[src/rtl/systolic_tile_ctrl.sv]
// systolic_tile_ctrl
//   Sequencer for one ROWS x COLS weight-stationary systolic tile of signed
//   8-bit MAC PEs. A job loads ROWS weight rows, streams n_vec activation
//   vectors, then drains the skewed pipeline. A LAT-deep token shift register
//   follows each issued vector to the bottom edge and raises out_valid there.
// Ports
//   clk, rst_n            clock (rising) / async active-low reset
//   start, n_vec,         job request (IDLE only); vector count and 4-bit
//   quant_in              quantize mode are captured with it
//   stall                 back-pressure; freezes STREAM/DRAIN in the same cycle
//   abort                 cancel the current job, return to IDLE, no done
//   wt_rd_en/wt_rd_addr   weight buffer read port
//   load_weight           one-hot per-row weight capture strobe
//   act_rd_en/act_rd_addr activation buffer read port
//   pe_enable, quant_mode PE array controls
//   out_valid             bottom-edge psums valid this cycle
//   busy, done            job status; done is a 1-cycle pulse
module systolic_tile_ctrl #(
  parameter int ROWS  = 4,
  parameter int COLS  = 4,
  parameter int VEC_W = 10,
  parameter int LAT   = ROWS + COLS
) (
  input  logic                    clk,
  input  logic                    rst_n,
  input  logic                    start,
  input  logic [VEC_W-1:0]        n_vec,
  input  logic                    quant_in,
  input  logic                    stall,
  input  logic                    abort,
  output logic                    wt_rd_en,
  output logic [$clog2(ROWS)-1:0] wt_rd_addr,
  output logic [ROWS-1:0]         load_weight,
  output logic                    act_rd_en,
  output logic [VEC_W-1:0]        act_rd_addr,
  output logic                    pe_enable,
  output logic                    quant_mode,
  output logic                    out_valid,
  output logic                    busy,
  output logic                    done
);
  localparam int RW = $clog2(ROWS + 1);
  localparam int AW = $clog2(ROWS);

  typedef enum logic [2:0] {IDLE, LOAD_W, STREAM, DRAIN, DONE} state_t;

  state_t           state;
  logic [RW-1:0]    r;
  logic [VEC_W-1:0] v;
  logic [VEC_W-1:0] n_q;
  logic [LAT-1:0]   tok;   // tok[0] = newest issue, tok[LAT-1] = at bottom edge

  // stall gates the datapath combinationally in the cycle it is seen.
  assign act_rd_en   = (state == STREAM) && !stall;
  assign pe_enable   = ((state == STREAM) || (state == DRAIN)) && !stall;
  assign out_valid   = tok[LAT-1] && pe_enable;
  assign act_rd_addr = v;

  always_ff @(posedge clk or negedge rst_n) begin
    if (!rst_n) begin
      state       <= IDLE;
      r           <= '0;
      v           <= '0;
      n_q         <= '0;
      tok         <= '0;
      wt_rd_en    <= 1'b0;
      wt_rd_addr  <= '0;
      load_weight <= '0;
      quant_mode  <= 1'b0;
      busy        <= 1'b0;
      done        <= 1'b0;
    end else if (state != IDLE && abort) begin
      state       <= IDLE;
      r           <= '0;
      v           <= '0;
      tok         <= '0;
      wt_rd_en    <= 1'b0;
      load_weight <= '0;
      busy        <= 1'b0;
      done        <= 1'b0;
    end else begin
      // Tokens move only with the PE array so they stay aligned with data.
      if (pe_enable) tok <= {tok[LAT-2:0], state == STREAM};
      case (state)
        IDLE: if (start) begin
          state      <= LOAD_W;
          n_q        <= n_vec;
          quant_mode <= quant_in;
          r          <= '0;
          v          <= '0;
          wt_rd_en   <= 1'b1;
          wt_rd_addr <= '0;
          busy       <= 1'b1;
        end
        LOAD_W: begin
          // Row r is read this cycle; its capture strobe follows next cycle.
          r           <= r + 1'b1;
          wt_rd_en    <= (r < RW'(ROWS - 1));
          wt_rd_addr  <= AW'(r + 1'b1);
          load_weight <= (r < RW'(ROWS)) ? (ROWS'(1) << r) : '0;
          if (r == RW'(ROWS)) begin
            load_weight <= '0;
            if (n_q == '0) begin
              state <= DONE;
              done  <= 1'b1;
            end else begin
              state <= STREAM;
            end
          end
        end
        STREAM: if (!stall) begin
          // v stops at n_q-1 so the address never passes the last vector.
          if (v == n_q - 1'b1) state <= DRAIN;
          else                 v     <= v + 1'b1;
        end
        DRAIN: if (!stall && tok[LAT-2:0] == '0) begin
          state <= DONE;
          done  <= 1'b1;
        end
        DONE: begin
          state <= IDLE;
          done  <= 1'b0;
          busy  <= 1'b0;
        end
        default: state <= IDLE;
      endcase
    end
  end
endmodule
[config.mk]
export PLATFORM = sky130hd
export DESIGN_NAME = systolic_tile_ctrl
export DESIGN_NICKNAME = d
export VERILOG_FILES = /design/src/rtl/systolic_tile_ctrl.sv
export SDC_FILE = /design/constraint.sdc
export NUM_CORES = 1
export LEC_CHECK = 0
export ABC_AREA = 1
export BUFFER_PORTS_ARGS = -buffer_cell sky130_fd_sc_hd__buf_2
export CORE_ASPECT_RATIO = 1.5
export CORE_MARGIN = 2
export CORE_UTILIZATION = 61
export DETAILED_ROUTE_END_ITERATION = 12
export PLACE_DENSITY_LB_ADDON = 0.08
export SLEW_MARGIN = 20
export SYNTH_ARGS = -nofsm -noshare
export SYNTH_HDL_FRONTEND = slang
export SYNTH_SLANG_ARGS = --single-unit
[constraint.sdc]
create_clock -name clk -period 4.59 [get_ports clk]
set_input_delay 0 -clock clk [delete_from_list [all_inputs] [get_ports clk]]
set_output_delay 0 -clock clk [all_outputs]
set_load 0.02 [all_outputs]
==> impl_results.md <==
- Status: completed
- Die area: 0.00488 mm²
- Remaining DRCs: 0
- H-tree depth: 2
- Top post-synthesis cells by area: dfrtp_1 42%, nand2_1 14%, inv_1 7.0%, nand3_1 6.3%, o21ai_0 4.2%
- Worst path arrival time: about 2.3 ns
- Mapped cell area: roughly 0.0026 mm²
- Worst-path fanout max: 11
- Post-synthesis xor/xnor area fraction: a little under 2%
- Total Wirelength: 6250 µm
- Worst hold path class: input port to flop
- Final Cycle Share: 45.1%
- CTS clk-pin slew, worst paths: ~0.08 ns
- Setup TNS: 0 ns
- R2R Setup Slk: around 2.5 ns
- Distinct cell type count after synthesis: 37
- Synth Instances: between 300 and 400
- Hold Path Depth: 4
- Largest net degree at the start of global routing: 45
- Synth top area share: between 40% and 50%
- Final nets: 429
- TritonCTS clock tree: done
- WP data required: 4.79 ns
- I/O Buffers: 38
- Main combinational cell family by area after synthesis: simple AND/OR/NAND/NOR gates
- Final hold viol count: 0
- Normalized max-slew margin: 57.3%
- Reg-to-Reg Start: n_q[0]
- Die X: 57.7 µm
- Leak: about 1.6 nW
- Die Y: ~85 µm
- Seq cells post-synth: 44
- Cts hold-fix bufs: 12
- TritonCTS buffer count: 5
- ANT nets after route: 0
- Via Count: 2,463
- RSZ-0062 raised after global routing: no
- Commonest non-fill, non-tap cell in the layout: nand2_1
- Peak supply drop: 418 µV
- Synth Area in Compound Gates: between 10% and 20%
- Worst R2R Path Depth: 14
- N_diodes: 0
- Kind of critical path: flop to flop
- Wire length per cell: around 14 µm
- Synth warn: 0
- GR Util All Layers: 28.2%
- Clk Latency, worst-skew pair: approximately 0.30 ns
- Initial drt markers: approximately 150
- Slew @ Worst Pin: about 0.62 ns
- Seq/Total Area, Yosys: 41.7%
- GPL Wtd Cong: 0.894
- Leading area contributor after synthesis: dfrtp_1
- CTS Buffer Depth: 2
- Ratio of cells with drive above 1 in the final layout: 17.7%
- Remaining Overflow, GRT: 0
- CTS root buf: clkbuf_8
- Worst clock skew: 0.00582 ns
- CTS sink cnt: 44
- FF-to-FF End: act_rd_addr[4]
- Hold Crit Endpoint: tok[0]
- Synth Area in Simple Gates: between 30 and 40%
- Adder-cell share of the synthesized area: roughly 3.8%
- # setup viols final: 0
- Rows: 29
- First-pass GRT wire length: about 11,000 µm
- CP Capture Type: flop
- Initial antenna violation count: 0
- Mean post-synth cell area: about 7.5 µm²
- Ports: 39
- Final Max Tran Viols: 0
- Maxcap violations: 0
- CP startpoint kind: flop
- CTS resizes: 0
- Max Fclk: 483 MHz
- Vias in the first global route: roughly 2,500
- Final HPWL DP: 4580 µm
- Syn Nets: approximately 380
- Most frequent cells in the layout: 95 x nand2_1, 49 x inv_1, 44 x dfrtp_1
- Drt via density: 5.45
- Mux cell area share after synthesis: less than 1%
- Core ar.: ~0.0042 mm²
- # Post-CTS Setup Buffers: 0
- Area grow syn2layout: 16.4%
- Worst hold slack: between 0.05 and 0.06 ns
- Initial Util: between 60% and 70%
- Pwr/cell area: around 550 mW/mm²
- Fin crit period: around 2.1 ns
- Drt pass-1 iters: 4
- Hold Path Origin: stall
layer usage:
layer | GRT usage, % | up-vias | wire [µm]
met4 | 12.3 | 0 | 159
met3 | 3.85 | 15 | 249
met5 | 0 | - | 0
li1 | - | 1238 | -
met2 | 50.7 | 69 | 3350
met1 | 32.2 | 1141 | 2490
report_power, final:
part           switching, mW  internal, mW  leakage [nW]
logic                  0.563         0.273         0.996
clock network          0.128         0.123        0.0455
registers             0.0916         0.497         0.581
cell families (layout without fill, tap and decap cells):
logic type / Yosys count / count (layout)
muxes: 1 / 1
buffers and inverters: 61 / 115
AOI/OAI and AO/OA: 42 / 42
adders and majority gates: 8 / 8
DFF: 44 / 44
and+or+nand+nor: 190 / 190
xor gates and xnor gates: 6 / 6
sequential cells by signal, summed over array words and instances (netlist names):
signal	cells
act_rd_addr	10
n_q	10
tok	8
wt_rd_addr	2
state	3
load_weight	4
wt_rd_en	1
quant_mode	1
done	1
r	3
busy	1
cell type report:
type / instances / area (µm²)
Inverter: 55 / 206
Clock buffer: 8 / 90.1
Timing Repair Buffer: 52 / 328
Sequential cell: 44 / 1100
Multi-Input combinational cell: 247 / 1290
Tap cell: 46 / 57.6
Fill cell: 348 / 1130
per-stage QoR:
stage | instances | instance area (µm²) | setup WS [ns] | util, % | power (mW)
2_1_floorplan | 352 | 2640 | 2.89 | - | 1.23
3_3_place_gp | 432 | 2860 | 2.63 | 68.0 | 1.40
3_5_place_dp | 432 | 2860 | 2.56 | 68.0 | 1.42
4_1_cts | 452 | 3070 | 2.54 | 73.0 | 1.68
5_1_grt | 452 | 3070 | 2.23 | 73.0 | 1.82
6_report | 452 | 3070 | 2.52 | 73.0 | 1.68
worst max-delay path by stage:
stage	start	to	cells after the start	slack [ns]
floorplan	n_q[0]	act_rd_addr[7]	15	2.89
global placement	n_q[0]	act_rd_addr[5]	15	2.63
detailed placement	n_q[0]	act_rd_addr[8]	15	2.56
CTS	n_q[0]	act_rd_addr[8]	15	2.54
global route	n_q[0]	act_rd_addr[9]	15	2.23
finish	n_q[0]	act_rd_addr[4]	14	2.52
cell usage after synthesis (all sizes together):
| master | count |
|---|---|
| nand2 | 102 |
| inv | 55 |
| dfrtp | 44 |
| nor2 | 35 |
| nand3 | 33 |
| o21ai | 22 |
| a21oi | 9 |
| ha | 8 |
| nand4 | 7 |
| nor3 | 7 |
| nor4 | 5 |
| xor2 | 5 |
| buf | 4 |
| a32o | 3 |
| clkbuf | 2 |
| o22ai | 2 |
| a2111oi | 1 |
| a211oi | 1 |
| a22o | 1 |
| a31o | 1 |
| mux2 | 1 |
| nor3b | 1 |
| o211ai | 1 |
| o21bai | 1 |
| xnor2 | 1 |
critical path, stage by stage, from the launching register on:
cell and delay (ns):
dfrtp_1 0.38, inv_1 0.19, ha_1 0.28, nand2_1 0.06, nand2_1 0.05, nor2_1 0.11, nand3_1 0.08, nor2_1 0.09
nand2_1 0.06, nor2_2 0.09, nand2_2 0.08, nand2_2 0.18, nand2_2 0.16, nand2_1 0.10, nand2_1 0.05
No activity file was read; power rests on OpenSTA's default activity.
